## src/rtl/mcb_port_arbiter_pkg.sv

```systemverilog
// rtl/mcb_port_arbiter_pkg.sv - MCB instruction codes, FSM states and field widths for the port arbiter
package mcb_port_arbiter_pkg;

    localparam int BL_W    = 6;
    localparam int ADDR_W  = 30;
    localparam int DATA_W  = 32;
    localparam int MASK_W  = 4;
    localparam int INSTR_W = 3;

    localparam logic [INSTR_W-1:0] INSTR_WR    = 3'd0;
    localparam logic [INSTR_W-1:0] INSTR_RD    = 3'd1;
    localparam logic [INSTR_W-1:0] INSTR_WR_AP = 3'd2;
    localparam logic [INSTR_W-1:0] INSTR_RD_AP = 3'd3;
    localparam logic [INSTR_W-1:0] INSTR_REF   = 3'd4;

    typedef enum logic [1:0] {
        ST_CALIB = 2'd0,
        ST_ARB   = 2'd1,
        ST_WDATA = 2'd2,
        ST_CMD   = 2'd3
    } arb_state_e;

    function automatic logic is_write(input logic [INSTR_W-1:0] instr);
        return (instr == INSTR_WR) || (instr == INSTR_WR_AP);
    endfunction

    function automatic logic is_read(input logic [INSTR_W-1:0] instr);
        return (instr == INSTR_RD) || (instr == INSTR_RD_AP);
    endfunction

endpackage

```

## src/rtl/mcb_port_arbiter_if.sv

```systemverilog
// rtl/mcb_port_arbiter_if.sv - MCB user port (cmd/wr/rd FIFO) bundle between arbiter and MIG wrapper
interface mcb_port_arbiter_if;
    import mcb_port_arbiter_pkg::*;

    logic                cmd_en;
    logic [INSTR_W-1:0]  cmd_instr;
    logic [BL_W-1:0]     cmd_bl;
    logic [ADDR_W-1:0]   cmd_byte_addr;
    logic                cmd_full;
    logic                wr_en;
    logic [MASK_W-1:0]   wr_mask;
    logic [DATA_W-1:0]   wr_data;
    logic                wr_full;
    logic                rd_en;
    logic [DATA_W-1:0]   rd_data;
    logic                rd_empty;

    modport master (
        output cmd_en, cmd_instr, cmd_bl, cmd_byte_addr, wr_en, wr_mask, wr_data, rd_en,
        input  cmd_full, wr_full, rd_data, rd_empty
    );

    modport slave (
        input  cmd_en, cmd_instr, cmd_bl, cmd_byte_addr, wr_en, wr_mask, wr_data, rd_en,
        output cmd_full, wr_full, rd_data, rd_empty
    );

endinterface

```

## src/rtl/mcb_port_arbiter_tag_fifo.sv

```systemverilog
// rtl/mcb_port_arbiter_tag_fifo.sv - outstanding-read tag FIFO ({requester id, bl}), simultaneous push/pop allowed
module mcb_port_arbiter_tag_fifo #(
    parameter int WIDTH = 7,
    parameter int DEPTH = 4
) (
    input  logic             clk,
    input  logic             rst,
    input  logic             push_i,
    input  logic [WIDTH-1:0] din_i,
    input  logic             pop_i,
    output logic [WIDTH-1:0] dout_o,
    output logic             full_o,
    output logic             empty_o
);
    localparam int PTR_W = (DEPTH > 1) ? $clog2(DEPTH) : 1;

    logic [WIDTH-1:0] mem_q [DEPTH];
    logic [PTR_W-1:0] wptr_q, rptr_q;
    logic [PTR_W:0]   cnt_q;
    logic             do_push, do_pop;

    assign full_o  = (cnt_q == (PTR_W+1)'(DEPTH));
    assign empty_o = (cnt_q == '0);
    assign do_push = push_i && !full_o;
    assign do_pop  = pop_i && !empty_o;
    assign dout_o  = mem_q[rptr_q];

    always_ff @(posedge clk) begin
        if (do_push) begin
            mem_q[wptr_q] <= din_i;
        end
    end

    // Pointers wrap naturally because DEPTH is a power of two.
    always_ff @(posedge clk) begin
        if (rst) begin
            wptr_q <= '0;
            rptr_q <= '0;
            cnt_q  <= '0;
        end else begin
            if (do_push) wptr_q <= wptr_q + 1'b1;
            if (do_pop)  rptr_q <= rptr_q + 1'b1;
            if (do_push && !do_pop)      cnt_q <= cnt_q + 1'b1;
            else if (do_pop && !do_push) cnt_q <= cnt_q - 1'b1;
        end
    end

endmodule

```

## src/rtl/mcb_port_arbiter.sv

```systemverilog
// rtl/mcb_port_arbiter.sv - shares one MCB user port among NUM_REQ requesters; MCB_ARB_STRICT_PRIO_EN selects fixed priority
module mcb_port_arbiter
    import mcb_port_arbiter_pkg::*;
#(
    parameter int NUM_REQ   = 2,
    parameter int TAG_DEPTH = 4
) (
    input  logic                        clk,
    input  logic                        rst,
    input  logic                        calib_done_i,
    input  logic [NUM_REQ-1:0]          req_valid_i,
    output logic [NUM_REQ-1:0]          req_ready_o,
    input  logic [INSTR_W*NUM_REQ-1:0]  req_instr_i,
    input  logic [BL_W*NUM_REQ-1:0]     req_bl_i,
    input  logic [ADDR_W*NUM_REQ-1:0]   req_addr_i,
    input  logic [NUM_REQ-1:0]          wdat_valid_i,
    output logic [NUM_REQ-1:0]          wdat_ready_o,
    input  logic [DATA_W*NUM_REQ-1:0]   wdat_data_i,
    input  logic [MASK_W*NUM_REQ-1:0]   wdat_mask_i,
    output logic [NUM_REQ-1:0]          rdat_valid_o,
    input  logic [NUM_REQ-1:0]          rdat_ready_i,
    output logic [DATA_W-1:0]           rdat_data_o,
    mcb_port_arbiter_if.master          mcb
);
    localparam int ID_W  = (NUM_REQ > 1) ? $clog2(NUM_REQ) : 1;
    localparam int TAG_W = ID_W + BL_W;

    arb_state_e          state_q, state_d;
    logic [ID_W-1:0]     rr_q, rr_d, gnt_q, gnt_d, sel;
    logic [INSTR_W-1:0]  instr_q, instr_d;
    logic [BL_W-1:0]     bl_q, bl_d, wcnt_q, wcnt_d, rcnt_q, rcnt_d;
    logic [ADDR_W-1:0]   addr_q, addr_d;
    logic                wr_en_q, wr_en_d;
    logic [DATA_W-1:0]   wr_data_q, wr_data_d;
    logic [MASK_W-1:0]   wr_mask_q, wr_mask_d;
    logic [NUM_REQ-1:0]  elig;
    logic                sel_found;
    logic                tag_full, tag_empty, tag_push, tag_pop, rd_avail, rd_pop;
    logic [TAG_W-1:0]    tag_dout;
    logic [ID_W-1:0]     head_id;
    logic [BL_W-1:0]     head_bl;

    // Reads need a free tag slot; writes and REF never block on the tag FIFO.
    always_comb begin
        elig = '0;
        for (int i = 0; i < NUM_REQ; i++) begin
            elig[i] = req_valid_i[i] && !(is_read(req_instr_i[INSTR_W*i +: INSTR_W]) && tag_full);
        end
    end

    always_comb begin : p_select
        int idx;
        logic [ID_W-1:0] idx_id;
        idx       = 0;
        idx_id    = '0;
        sel       = '0;
        sel_found = 1'b0;
`ifdef MCB_ARB_STRICT_PRIO_EN
        for (int i = NUM_REQ - 1; i >= 0; i--) begin
            idx_id = ID_W'(i);
            if (elig[idx_id]) begin
                sel       = idx_id;
                sel_found = 1'b1;
            end
        end
`else
        for (int k = 0; k < NUM_REQ; k++) begin
            idx = int'(rr_q) + k;
            if (idx >= NUM_REQ) idx = idx - NUM_REQ;
            idx_id = ID_W'(idx);
            if (!sel_found && elig[idx_id]) begin
                sel       = idx_id;
                sel_found = 1'b1;
            end
        end
`endif
    end

    always_comb begin
        state_d      = state_q;
        rr_d         = rr_q;
        gnt_d        = gnt_q;
        instr_d      = instr_q;
        bl_d         = bl_q;
        addr_d       = addr_q;
        wcnt_d       = wcnt_q;
        wr_en_d      = 1'b0;
        wr_data_d    = wr_data_q;
        wr_mask_d    = wr_mask_q;
        req_ready_o  = '0;
        wdat_ready_o = '0;
        mcb.cmd_en   = 1'b0;
        tag_push     = 1'b0;
        case (state_q)
            ST_CALIB: begin
                if (calib_done_i) state_d = ST_ARB;
            end
            ST_ARB: begin
                if (sel_found) begin
                    req_ready_o[sel] = 1'b1;
                    gnt_d   = sel;
                    instr_d = req_instr_i[INSTR_W*sel +: INSTR_W];
                    bl_d    = req_bl_i[BL_W*sel +: BL_W];
                    addr_d  = req_addr_i[ADDR_W*sel +: ADDR_W];
                    rr_d    = (int'(sel) == NUM_REQ - 1) ? '0 : ID_W'(int'(sel) + 1);
                    wcnt_d  = '0;
                    state_d = is_write(instr_d) ? ST_WDATA : ST_CMD;
                end
            end
            ST_WDATA: begin
                wdat_ready_o[gnt_q] = !mcb.wr_full;
                if (wdat_valid_i[gnt_q] && !mcb.wr_full) begin
                    wr_en_d   = 1'b1;
                    wr_data_d = wdat_data_i[DATA_W*gnt_q +: DATA_W];
                    wr_mask_d = wdat_mask_i[MASK_W*gnt_q +: MASK_W];
                    if (wcnt_q == bl_q) begin
                        wcnt_d  = '0;
                        state_d = ST_CMD;
                    end else begin
                        wcnt_d = wcnt_q + 1'b1;
                    end
                end
            end
            ST_CMD: begin
                // Hold the command until the last registered data word has been pushed.
                if (!mcb.cmd_full && !wr_en_q) begin
                    mcb.cmd_en = 1'b1;
                    tag_push   = is_read(instr_q);
                    state_d    = ST_ARB;
                end
            end
            default: state_d = ST_CALIB;
        endcase
    end

    assign mcb.cmd_instr     = instr_q;
    assign mcb.cmd_bl        = bl_q;
    assign mcb.cmd_byte_addr = addr_q;
    assign mcb.wr_en         = wr_en_q;
    assign mcb.wr_data       = wr_data_q;
    assign mcb.wr_mask       = wr_mask_q;

    assign head_id  = tag_dout[TAG_W-1:BL_W];
    assign head_bl  = tag_dout[BL_W-1:0];
    assign rd_avail = !tag_empty && !mcb.rd_empty;
    assign rd_pop   = rd_avail && rdat_ready_i[head_id];
    assign tag_pop  = rd_pop && (rcnt_q == head_bl);
    assign rcnt_d   = rd_pop ? (tag_pop ? '0 : rcnt_q + 1'b1) : rcnt_q;
    assign mcb.rd_en = rd_pop;
    assign rdat_data_o = mcb.rd_data;

    always_comb begin
        rdat_valid_o = '0;
        if (rd_avail) rdat_valid_o[head_id] = 1'b1;
    end

    mcb_port_arbiter_tag_fifo #(
        .WIDTH (TAG_W),
        .DEPTH (TAG_DEPTH)
    ) u_tag_fifo (
        .clk     (clk),
        .rst     (rst),
        .push_i  (tag_push),
        .din_i   ({gnt_q, bl_q}),
        .pop_i   (tag_pop),
        .dout_o  (tag_dout),
        .full_o  (tag_full),
        .empty_o (tag_empty)
    );

    always_ff @(posedge clk) begin
        if (rst) begin
            state_q   <= ST_CALIB;
            rr_q      <= '0;
            gnt_q     <= '0;
            instr_q   <= '0;
            bl_q      <= '0;
            addr_q    <= '0;
            wcnt_q    <= '0;
            rcnt_q    <= '0;
            wr_en_q   <= 1'b0;
            wr_data_q <= '0;
            wr_mask_q <= '0;
        end else begin
            state_q   <= state_d;
            rr_q      <= rr_d;
            gnt_q     <= gnt_d;
            instr_q   <= instr_d;
            bl_q      <= bl_d;
            addr_q    <= addr_d;
            wcnt_q    <= wcnt_d;
            rcnt_q    <= rcnt_d;
            wr_en_q   <= wr_en_d;
            wr_data_q <= wr_data_d;
            wr_mask_q <= wr_mask_d;
        end
    end

endmodule

```

## src/flat_wrapper.sv

```systemverilog
// flat-port wrapper written by rule: the top's interface ports become plain ports
module mcb_port_arbiter_flat import mcb_port_arbiter_pkg::*;
#(
    parameter int NUM_REQ   = 2,
    parameter int TAG_DEPTH = 4
)
  (clk, rst, calib_done_i, req_valid_i, req_ready_o, req_instr_i, req_bl_i, req_addr_i, wdat_valid_i, wdat_ready_o, wdat_data_i, wdat_mask_i, rdat_valid_o, rdat_ready_i, rdat_data_o, mcb_cmd_en, mcb_cmd_instr, mcb_cmd_bl, mcb_cmd_byte_addr, mcb_wr_en, mcb_wr_mask, mcb_wr_data, mcb_rd_en, mcb_cmd_full, mcb_wr_full, mcb_rd_data, mcb_rd_empty);
  mcb_port_arbiter_if mcb_i ();
  input  logic clk;
  input  logic rst;
  input  logic calib_done_i;
  input  logic [NUM_REQ-1:0] req_valid_i;
  output logic [NUM_REQ-1:0] req_ready_o;
  input  logic [INSTR_W*NUM_REQ-1:0] req_instr_i;
  input  logic [BL_W*NUM_REQ-1:0] req_bl_i;
  input  logic [ADDR_W*NUM_REQ-1:0] req_addr_i;
  input  logic [NUM_REQ-1:0] wdat_valid_i;
  output logic [NUM_REQ-1:0] wdat_ready_o;
  input  logic [DATA_W*NUM_REQ-1:0] wdat_data_i;
  input  logic [MASK_W*NUM_REQ-1:0] wdat_mask_i;
  output logic [NUM_REQ-1:0] rdat_valid_o;
  input  logic [NUM_REQ-1:0] rdat_ready_i;
  output logic [DATA_W-1:0] rdat_data_o;
  output wire logic [$bits(mcb_i.cmd_en)-1:0] mcb_cmd_en;
  output wire logic [$bits(mcb_i.cmd_instr)-1:0] mcb_cmd_instr;
  output wire logic [$bits(mcb_i.cmd_bl)-1:0] mcb_cmd_bl;
  output wire logic [$bits(mcb_i.cmd_byte_addr)-1:0] mcb_cmd_byte_addr;
  output wire logic [$bits(mcb_i.wr_en)-1:0] mcb_wr_en;
  output wire logic [$bits(mcb_i.wr_mask)-1:0] mcb_wr_mask;
  output wire logic [$bits(mcb_i.wr_data)-1:0] mcb_wr_data;
  output wire logic [$bits(mcb_i.rd_en)-1:0] mcb_rd_en;
  input wire logic [$bits(mcb_i.cmd_full)-1:0] mcb_cmd_full;
  input wire logic [$bits(mcb_i.wr_full)-1:0] mcb_wr_full;
  input wire logic [$bits(mcb_i.rd_data)-1:0] mcb_rd_data;
  input wire logic [$bits(mcb_i.rd_empty)-1:0] mcb_rd_empty;
  assign mcb_cmd_en = mcb_i.cmd_en;
  assign mcb_cmd_instr = mcb_i.cmd_instr;
  assign mcb_cmd_bl = mcb_i.cmd_bl;
  assign mcb_cmd_byte_addr = mcb_i.cmd_byte_addr;
  assign mcb_wr_en = mcb_i.wr_en;
  assign mcb_wr_mask = mcb_i.wr_mask;
  assign mcb_wr_data = mcb_i.wr_data;
  assign mcb_rd_en = mcb_i.rd_en;
  assign mcb_i.cmd_full = mcb_cmd_full;
  assign mcb_i.wr_full = mcb_wr_full;
  assign mcb_i.rd_data = mcb_rd_data;
  assign mcb_i.rd_empty = mcb_rd_empty;
  mcb_port_arbiter #(.NUM_REQ(NUM_REQ), .TAG_DEPTH(TAG_DEPTH)) u_core (.clk(clk), .rst(rst), .calib_done_i(calib_done_i), .req_valid_i(req_valid_i), .req_ready_o(req_ready_o), .req_instr_i(req_instr_i), .req_bl_i(req_bl_i), .req_addr_i(req_addr_i), .wdat_valid_i(wdat_valid_i), .wdat_ready_o(wdat_ready_o), .wdat_data_i(wdat_data_i), .wdat_mask_i(wdat_mask_i), .rdat_valid_o(rdat_valid_o), .rdat_ready_i(rdat_ready_i), .rdat_data_o(rdat_data_o), .mcb(mcb_i));
endmodule
```

## config.mk

```make
export PLATFORM = sky130hd
export DESIGN_NAME = mcb_port_arbiter_flat
export DESIGN_NICKNAME = d
export VERILOG_FILES = /design/src/rtl/mcb_port_arbiter_pkg.sv /design/src/rtl/mcb_port_arbiter_if.sv /design/src/rtl/mcb_port_arbiter_tag_fifo.sv /design/src/rtl/mcb_port_arbiter.sv /design/src/flat_wrapper.sv
export SDC_FILE = /design/constraint.sdc
export NUM_CORES = 1
export LEC_CHECK = 0
export CAP_MARGIN = 20
export CORE_ASPECT_RATIO = 0.5
export CORE_UTILIZATION = 36
export CTS_BUF_LIST = sky130_fd_sc_hd__clkbuf_16
export CTS_CLUSTER_SIZE = 28
export DETAILED_ROUTE_END_ITERATION = 6
export PLACE_DENSITY_LB_ADDON = 0.3
export SLEW_MARGIN = 20
export SYNTH_ARGS = -nofsm -noshare
export SYNTH_HDL_FRONTEND = slang
export SYNTH_SLANG_ARGS = --single-unit
```

## constraint.sdc

```tcl
create_clock -name clk -period 2.6 [get_ports clk]
set_input_delay 0.39 -clock clk [delete_from_list [all_inputs] [get_ports clk]]
set_output_delay 0.39 -clock clk [all_outputs]
set_load 0.02 [all_outputs]
```

; Yosys cells after proc, flatten, opt, wreduce, memory -nomap -nowiden
; Memories as Yosys holds them, arrays and structs flattened. A register that Yosys moved wholly into a read port is not among the register bits.
; Cells that the tools add are included.
[classes]
n_addsub = 10
multipliers = 3
order_cmp = 10
n_eq_ne = 18
n_shift = 5
muxes = 48
n_bitwise = 2
reduce_logical = 42
[op_table]
columns = cell, n
row1 = $shiftx 64x7->32, 1
row2 = $shiftx 60x7->30, 1
row3 = $mux 1, 26
row4 = $mux 6, 4
row5 = $mux 2, 11
row6 = $logic_and 1x1->1, 17
row7 = $add 6x1->6 const B, 2
row8 = $eq 3x2->1 const B, 4
row9 = $eq 6x6->1, 2
row10 = $pmux 6 s2, 1
row11 = $shiftx 12x5->6, 1
row12 = $logic_not 1->1, 11
row13 = $lt 1x2->1 const B, 5
row14 = $eq 3x1->1 const B, 3
row15 = $ne 2x1->1 const B, 4
row16 = $pmux 2 s4, 1
row17 = $shiftx 8x4->4, 1
row18 = $logic_not 3->1, 2
row19 = $mul 2x1->3 const A, 2
row20 = $mux 3, 2
row21 = $shiftx 6x4->3, 1
row22 = $mul 4x1->5 const A, 1
row23 = $reduce_and 5->1, 1
row24 = $add 2x1->2 const B, 2
row25 = 21 further kinds, 32
[totals]
regBits = 99
ramBits = 28
input_bits = 194
output_inout_bits = 116
wordCells = 153
mem_count = 1
[memory_table]
columns = name, words, width, read_ports, rd_clocked_by_memory_dff, wr, line_no
row1 = u_core.u_tag_fifo.mem_q, 4, 7, 1, 1, 1, mcb_port_arbiter_tag_fifo.sv:17  ; logic [WIDTH-1:0] mem_q [DEPTH];

; Longest topological paths before layout
; Gate-level depths: netlist of run 1.
[depth]
word_depth = 18
ltp_mapped = 12
depth_no_buf = 11

; Hierarchy
; Synthesis of run 1 repeated with hierarchy kept, for this count alone.
[unflattened]
hier_cells = 558
area_unflattened_um2 = 5876.9
[modules_own_cells]
columns = module, n_inst, cells_each, area_per_inst_um2
row1 = mcb_port_arbiter, 1, 473, 4399.2
row2 = mcb_port_arbiter_tag_fifo, 1, 85, 1477.7

; Worst setup path after synthesis of run 1
; Ideal clock, no wire load.
[synth_timing]
path_type = register to register
from = register (tool-made name)
to = register u_core.u_tag_fifo.cnt_q[2]
setup_ns = 0.070
arrival_time_ns = 2.872
required_time_ns = 2.530
path_slack_ns = -0.343
stages_incl_launch_ff = 13
path_buffers = 1
period_less_slack_ns = 2.943
cell_sequence = dfxtp_1 -> buf_6 -> mux4_2 -> mux2i_1 -> or2_4 -> inv_2 -> nand2_1 -> ha_1 -> inv_1 -> fa_1 -> xor2_1 -> or3_1 -> a21oi_1
[synth_lines]
columns = element, line_no
row1 = end signal: assignment, mcb_port_arbiter_tag_fifo.sv:43  ; if (do_push && !do_pop) cnt_q <= cnt_q + 1'b1;
row2 = end signal: assignment, mcb_port_arbiter_tag_fifo.sv:44  ; else if (do_pop && !do_push) cnt_q <= cnt_q - 1'b1;
row3 = end: declaration, mcb_port_arbiter_tag_fifo.sv:19  ; logic [PTR_W:0] cnt_q;

==> impl_metrics.ini, run 1 <==
[yosys]
syn_inst = 565
synth_area_per_cell_um2 = 10.6
synthesis.area_mm2 = 0.00599
ys_seq_area_share_pct = 47.8
synth_xor_area_share_pct = 2.78
synth_seq_cells = 129
synthMuxAreaShare_pct = 9.72
synth-simple-area-share_pct = 8.67
synthTopCellsByArea = dfxtp_1, edfxtp_1, mux2i_1
ys_warn_count = 0
async_reset_ff_share_pct = 0
synth_top_family_by_area = compound AO/OA/AOI/OAI gates
synthAdderAreaFrac_pct = 2.63
synth_top_area_cell = dfxtp_1
synth_edf_count = 28
synth-compound-area-share_pct = 20.4
ys_types = 56
ys.flop_type = dfxtp_1
synth_fp_nets = 771
synth_top_area_share_pct = 33.8

[clocking]
clkTransAtPathRegs_ns = 0.06
clock-root-buffer = clkbuf_16
h-tree-depth = 4
cts_max_path_buffers = 2
cts_hold_buffers = 0
cts_tree = built
numCtsBuffers = 17
clock-sinks = 129
clock_latency_ns = 0.41

[placed_design]
hpwl_um = 12500
dp_slack_ns = -0.0335
place.gp.congestion = 0.791
place_area_mm2 = 0.00857
portBuffers = 245

[sta]
hold_violations = 0
drv_slew = 0
fin_skew_ns = 0.0106
post-route-period-util_pct = 101
setup_slack_ns = -0.0164
fin_crit_ns = 2.62
slew_headroom_pct = 51.0
max_freq_mhz = 382
tightest_slew_ns = 0.729
rsz0062_at_grt = yes
holdWs_ns = 0.392
setup-violations-final = 1

[routing]
ant_nets = 0
drt_iter0_drc = 190
viasPerCell = 4.99
drcViolationCount = 0
routed-via-count = 5065
dr.pass1.iters = 4
wl_met2_um = 8640
routedWlPerCell_um = 16.5
routed-wl-met3_um = 1060
drt-total-wl_um = 16800
top_layer = met4
wl_met1_um = 6810

[status]
violations = setup timing
status = complete, but fails checks

[cells_and_area]
fin_area_mm2 = 0.00916
drive_above_1_share_pct = 10.6
multi_input_area_mm2 = 0.00271
finish.utilization_pct = 57.9
ff_latch_area_mm2 = 0.00287
nFillCells = 1335
syn_to_final_growth_pct = 53.1
nNetsFinal = 987
diodes = 0

[global_routing]
grt_pass1_vias = 4999
grt_max_degree = 73
grt_usage_pct = 19.8
grt_pass1_wl_um = 26000
grt_antenna_before_repair = 0
grt_remaining_overflow = 0

[setup_path]
critPathLaunchType = flop
arrival_ns = 2.95
endpoint_kind = flop
worstPathMaxFanout = 8
crit_required_ns = 2.93
path_class = reg -> reg
ff2ff_setup_slack_ns = -0.02

[die]
std_cell_rows = 32
die_area_mm2 = 0.0172
fp.dieW_um = 184
pin_count = 310
die_y_um = 93.2
core-area_mm2 = 0.0158
start_util_pct = 37.8

[power]
p_leak_nw = 3.10
vdd_drop_max_mv = 0.493
cellPowerDensity_mw_per_mm2 = 729
power_mw = 6.68

[worst_hold_path]
hold_path.class = in -> reg

[flow_run]
drv_cap = 0
power by group:
group	leakage [nW]	total (mW)	internal [mW]	switching [mW]
Combinational	1.73	1.90	0.926	0.970
Sequential	1.08	2.43	2.27	0.161
Clock	0.284	2.35	1.38	0.965
Total	3.10	6.68	4.58	2.09
synthesized netlist by cell type (2+ instances only):
library cell and count:
dfxtp_1 101, nor2_1 50, mux2i_1 42, a211oi_1 41, a22oi_1 37, o2bb2ai_1 37
buf_4 32, clkbuf_1 28, edfxtp_1 28, inv_1 17, xnor2_1 17, a21oi_1 14
nand2_1 13, ha_1 11, buf_2 8, nand3_1 8, nor3_1 8, and2_1 6
mux4_2 6, o21ai_0 5, or3_1 5, o21a_1 4, o32ai_1 4, o31a_1 3
a31oi_1 2, buf_1 2, nand2b_1 2, nand4_1 2, nor3b_1 2, o31ai_1 2
or2_2 2, xor2_1 2
final cells by class:
| class | instances | share of cell area (%) |
|---|---|---|
| flip-flops and latches | 129 | 31.3 |
| multi-input cells | 346 | 29.6 |
| repair buffers | 269 | 29.0 |
| clock buffers | 18 | 4.92 |
| well taps | 221 | 3.02 |
| clock inverters | 14 | 1.41 |
| inverters | 18 | 0.819 |
timing repair:
item | in CTS | in global routing
setup buffers | 1 | 1
pin swaps | 2 | 1
resized for setup | 7 | 4
endpoints found under the setup margin | 5 | 5
state kept, by name, summed over array words and instances (netlist names), 2 cells and up, named ones only:
register and flops:
u_core.u_tag_fifo.rptr_q 2, u_core.mcb.wr_data 32, u_core.mcb.cmd_instr 3, u_core.u_tag_fifo.cnt_q 3, u_core.mcb.wr_mask 4, u_core.wcnt_q 6, u_core.u_tag_fifo.wptr_q 2, u_core.u_tag_fifo.mem_q 28
u_core.mcb.cmd_bl 6, u_core.rcnt_q 6, u_core.state_q 2, u_core.mcb.cmd_byte_addr 30
per-layer routing:
| layer | global-route usage [%] | up-vias |
|---|---|---|
| met5 | 0 | - |
| met4 | 6.04 | 0 |
| met3 | 6.15 | 21 |
| met2 | 35.3 | 162 |
| met1 | 22.6 | 2356 |
| li1 | - | 2526 |
critical path: stages, from the launching register on:
cell     delay (ns)
dfxtp_4        0.38
mux4_2         0.57
mux2i_4        0.20
or2_4          0.18
inv_8          0.05
nand2_4        0.05
ha_4           0.13
inv_2          0.04
fa_2           0.35
xor2_1         0.15
or3_1          0.31
a21oi_1        0.13
through the flow:
| step | std cells | TNS (ns) |
|---|---|---|
| global route | 1015 | -0.318 |
| CTS | 1014 | -0.00902 |
| finish | 1015 | -0.0164 |
| floorplan | 565 | -0.0675 |
| detailed placement | 981 | -0.0335 |
| global placement | 981 | 0 |
worst paths after layout:
check                           cells past startpoint                                       from                                         to
worst max-delay path                               11                                       flop    u_core.u_tag_fifo.cnt_q[2]$_SDFFE_PP0P_
worst min-delay path                                4                                        rst       u_core.mcb.cmd_instr[2]$_SDFFE_PP0P_
worst max register to register                     11                                       flop    u_core.u_tag_fifo.cnt_q[2]$_SDFFE_PP0P_
worst min register to register                      1  u_core.mcb.cmd_byte_addr[25]$_SDFFE_PP0P_  u_core.mcb.cmd_byte_addr[25]$_SDFFE_PP0P_
cell usage in the layout, fill, tap and decap left out, types with 2 or more instances in the layout:
cell | Yosys | routed
a211oi_1 | 41 | 41
a21oi_1 | 14 | 14
a22oi_1 | 37 | 37
a31oi_1 | 2 | 2
and2_1 | 6 | 6
buf_12 | 0 | 3
buf_2 | 8 | 2
buf_4 | 32 | 21
clkbuf_16 | 0 | 18
clkdlybuf4s50_1 | 0 | 241
clkinv_2 | 0 | 2
clkinv_4 | 0 | 3
clkinvlp_4 | 0 | 2
dfxtp_1 | 101 | 99
edfxtp_1 | 28 | 28
ha_1 | 11 | 10
inv_1 | 17 | 17
inv_6 | 0 | 5
mux2i_1 | 42 | 41
mux4_2 | 6 | 6
nand2_1 | 13 | 12
nand2b_1 | 2 | 2
nand3_1 | 8 | 8
nand4_1 | 2 | 2
nor2_1 | 50 | 48
nor2_4 | 1 | 2
nor3_1 | 8 | 8
o21a_1 | 4 | 4
o21ai_0 | 5 | 5
o2bb2ai_1 | 37 | 37
o31a_1 | 3 | 3
o31ai_1 | 2 | 2
o32ai_1 | 4 | 4
or2_2 | 2 | 2
or3_1 | 5 | 5
xnor2_1 | 17 | 17
xor2_1 | 2 | 2
kinds of logic after synthesis:
| logic type | count (synthesis) |
|---|---|
| AO/OA/AOI/OAI | 159 |
| XOR/XNOR | 19 |
| flip-flops | 129 |
| multiplexers | 49 |
| buffers and inverters | 90 |
| AND/OR/NAND/NOR | 107 |
| adder cells (fa/ha/maj) | 12 |
Note: power is estimated with default switching activity, not from simulation.
==> inputs of run 2 (changes only) <==
--- a/config.mk
+++ b/config.mk
@@ -15,4 +15,5 @@
 export SLEW_MARGIN = 20
 export SYNTH_ARGS = -nofsm -noshare
 export SYNTH_HDL_FRONTEND = slang
+export SYNTH_HIERARCHICAL = 1
 export SYNTH_SLANG_ARGS = --single-unit
==> run 2 against run 1 <==
  * Non-clock buffer count fell by 1
  * Setup slack got worse by 0.23 ns
  * The flow finishes with violations (DRC, setup timing)
  * Utilization rose by 0.31 points
  * Critical path type unchanged
  * Worst hold slack improved by 0.068 ns
  * Final cell count fell by 0.49%
  * Sequential cell count did not move
  * Via count rose by 1.6%
  * Fmax fell by 8.0%
==> impl_metrics.ini, run 2 <==
[status]
status = complete, but fails checks
violations = DRC, setup timing

[worst_hold_path]
hold_path.class = in -> reg

[sta]
post-route-period-util_pct = 109
hold_violations = 0
drv_slew = 0
tightest_slew_ns = 0.574
fin_tns_setup_ns = -0.424
fin_crit_ns = 2.84
max_freq_mhz = 352
setup-violations-final = 2
holdWs_ns = 0.460
rsz0062_at_grt = yes
setup_slack_ns = -0.244
slew_headroom_pct = 60.7
fin_skew_ns = 0.0146

[cells_and_area]
drive_above_1_share_pct = 10.9
finalNonFillerCells = 1010
nNetsFinal = 982
largest_register_ffs = 32
diodes = 0
layout_common_cells = clkdlybuf4s50_1, dfxtp_1, nor2_1, mux2i_1, a211oi_1
final_common_cell = clkdlybuf4s50_1
finish.utilization_pct = 58.2
syn_to_final_growth_pct = 55.2

[setup_path]
arrival_ns = 3.18
ff2ff_setup_slack_ns = -0.24
crit_path_end = u_core/u_tag_fifo/cnt_q[2]$_SDFFE_PP0P_
endpoint_kind = flop
cp_slowest_cell = mux4_2
path_class = reg -> reg
max_stage_delay_ns = 0.55
crit_required_ns = 2.94
r2r-end = u_core/u_tag_fifo/cnt_q[2]$_SDFFE_PP0P_
worstPathMaxFanout = 7
cp_num_buf_inv = 1
reg2regPathDepth = 11
cp_top_family = simple AND/OR/NAND/NOR gates
crit_chain = mux4_2 > mux2i_1 > or3_4 > nor4_4 > o31ai_2 > ha_2 > inv_2 > fa_1 > xor2_1 > or3_1 > a21oi_2
critPathLaunchType = flop
crit_cells = 11

[routing]
drt-total-wl_um = 16900
drt_iter0_drc = 328
routedWlPerCell_um = 16.8
routed-via-count = 5147
ant_nets = 0
drcViolationCount = 2
viasPerCell = 5.10
dr.pass1.iters = 7

[yosys]
ys_seq_area_share_pct = 48.7
synth_xor_area_share_pct = 2.98
synthMuxAreaShare_pct = 10.4
synth_commonest_cells = dfxtp_1, nor2_1, mux2i_1, a211oi_1, a222oi_1
synthTopCellsByArea = dfxtp_1, edfxtp_1, mux2i_1
synth-compound-area-share_pct = 14.7
synth_seq_cells = 129
ys_warn_count = 6
synth-simple-area-share_pct = 12.8
ys.flop_type = dfxtp_1
synthAdderAreaFrac_pct = 2.68
synth_top_area_cell = dfxtp_1
async_reset_ff_share_pct = 0
synth_edf_count = 28
syn_inst = 558
synth_top_family_by_area = compound AO/OA/AOI/OAI gates
synthesis.area_mm2 = 0.00588
synth_top_area_share_pct = 34.4
synth_fp_nets = 764
ys_types = 52
synth_area_per_cell_um2 = 10.5
yosysMostFrequentCell = dfxtp_1

[clocking]
clock_latency_ns = 0.41
clock-sinks = 129
h-tree-depth = 4
clock-root-buffer = clkbuf_16
cts_max_path_buffers = 2
cts_hold_buffers = 0
numCtsBuffers = 17
cts_tree = built
clkTransAtPathRegs_ns = 0.06

[global_routing]
grt_remaining_overflow = 0
grt_pass1_wl_um = 26700
grt_usage_pct = 20.3
grt_antenna_before_repair = 0
grt_max_degree = 57
grt_pass1_vias = 5077

[die]
die_area_mm2 = 0.0169
die_y_um = 92.3
core-area_mm2 = 0.0157
pin_count = 310
fp.dieW_um = 183
std_cell_rows = 32
start_util_pct = 37.5

[power]
power_mw = 6.85
cellPowerDensity_mw_per_mm2 = 751
vdd_drop_max_mv = 0.529
p_leak_nw = 3.26

[placed_design]
dp_cells = 976
place.gp.congestion = 0.756
hpwl_um = 12200
portBuffers = 245

[flow_run]
drv_cap = 0
-- run 2: how the worst min path moves through the flow --
| stage | startpoint | slack [ns] | end | cells past startpoint |
|---|---|---|---|---|
| finish | rst | 0.46 | u_core/u_tag_fifo/cnt_q[0]$_SDFFE_PP0P_ | 2 |
| global route | rst | 0.48 | u_core/mcb.cmd_bl[5]$_SDFFE_PP0P_ | 2 |
| CTS | rst | 0.45 | u_core/u_tag_fifo/rptr_q[0]$_SDFFE_PP0P_ | 2 |
| detailed placement | u_core/mcb.cmd_byte_addr[3]$_SDFFE_PP0P_ | 0.49 | u_core/mcb.cmd_byte_addr[3]$_SDFFE_PP0P_ | 2 |
| global placement | u_core/mcb.cmd_byte_addr[8]$_SDFFE_PP0P_ | 0.48 | u_core/mcb.cmd_byte_addr[8]$_SDFFE_PP0P_ | 2 |
| floorplan | u_core/gnt_q$_SDFFE_PP0P_ | 0.45 | u_core/u_tag_fifo/mem_q[0][6]$_DFFE_PP_ | 0 |
-- run 2: cells by family after synthesis --
group,Yosys count
compound gates,104
xor+xnor,20
fa+ha+maj,12
buf+inv,80
flops,129
mux,52
simple gates,161
-- run 2: what timing repair did --
action / 4_1_cts / 5_1_grt
gates cloned: 0 / 0
buffers inserted: 1 / 2
endpoints found under the setup margin: 7 / 7
pin swaps: 2 / 1
resized for setup: 12 / 12
endpoints found under the hold margin: 0 / 0
-- run 2: cell type report --
| cell class | count | area (um2) |
|---|---|---|
| Fill cell | 1305 | 6540 |
| Sequential cell | 129 | 2870 |
| Timing Repair Buffer | 268 | 2660 |
| Multi-Input combinational cell | 349 | 2630 |
| Clock buffer | 17 | 425 |
| Tap cell | 221 | 277 |
| Clock inverter | 15 | 215 |
| Inverter | 11 | 43.8 |
-- run 2: metal layers --
layer | track usage, % | vias up | share of wire [%]
met5 | 0 | - | 0
met3 | 6.72 | 49 | 7.6
met4 | 7.35 | 0 | 2.4
met2 | 35.5 | 161 | 50
met1 | 23.3 | 2463 | 40
li1 | - | 2474 | -
-- run 2: report_power, final --
part | internal (mW) | leakage [nW] | switching (mW) | total [mW]
Clock | 1.70 | 0.314 | 0.898 | 2.60
Combinational | 0.901 | 1.86 | 0.943 | 1.84
Sequential | 2.25 | 1.08 | 0.157 | 2.41
-- run 2: stage by stage --
stage	cell area, um2	worst slack, ns
after floorplan	5910	-0.140
after global placement	8430	-0.211
after detailed placement	8430	-0.282
after CTS	9080	-0.271
after global routing	9120	-0.367
final	9120	-0.244
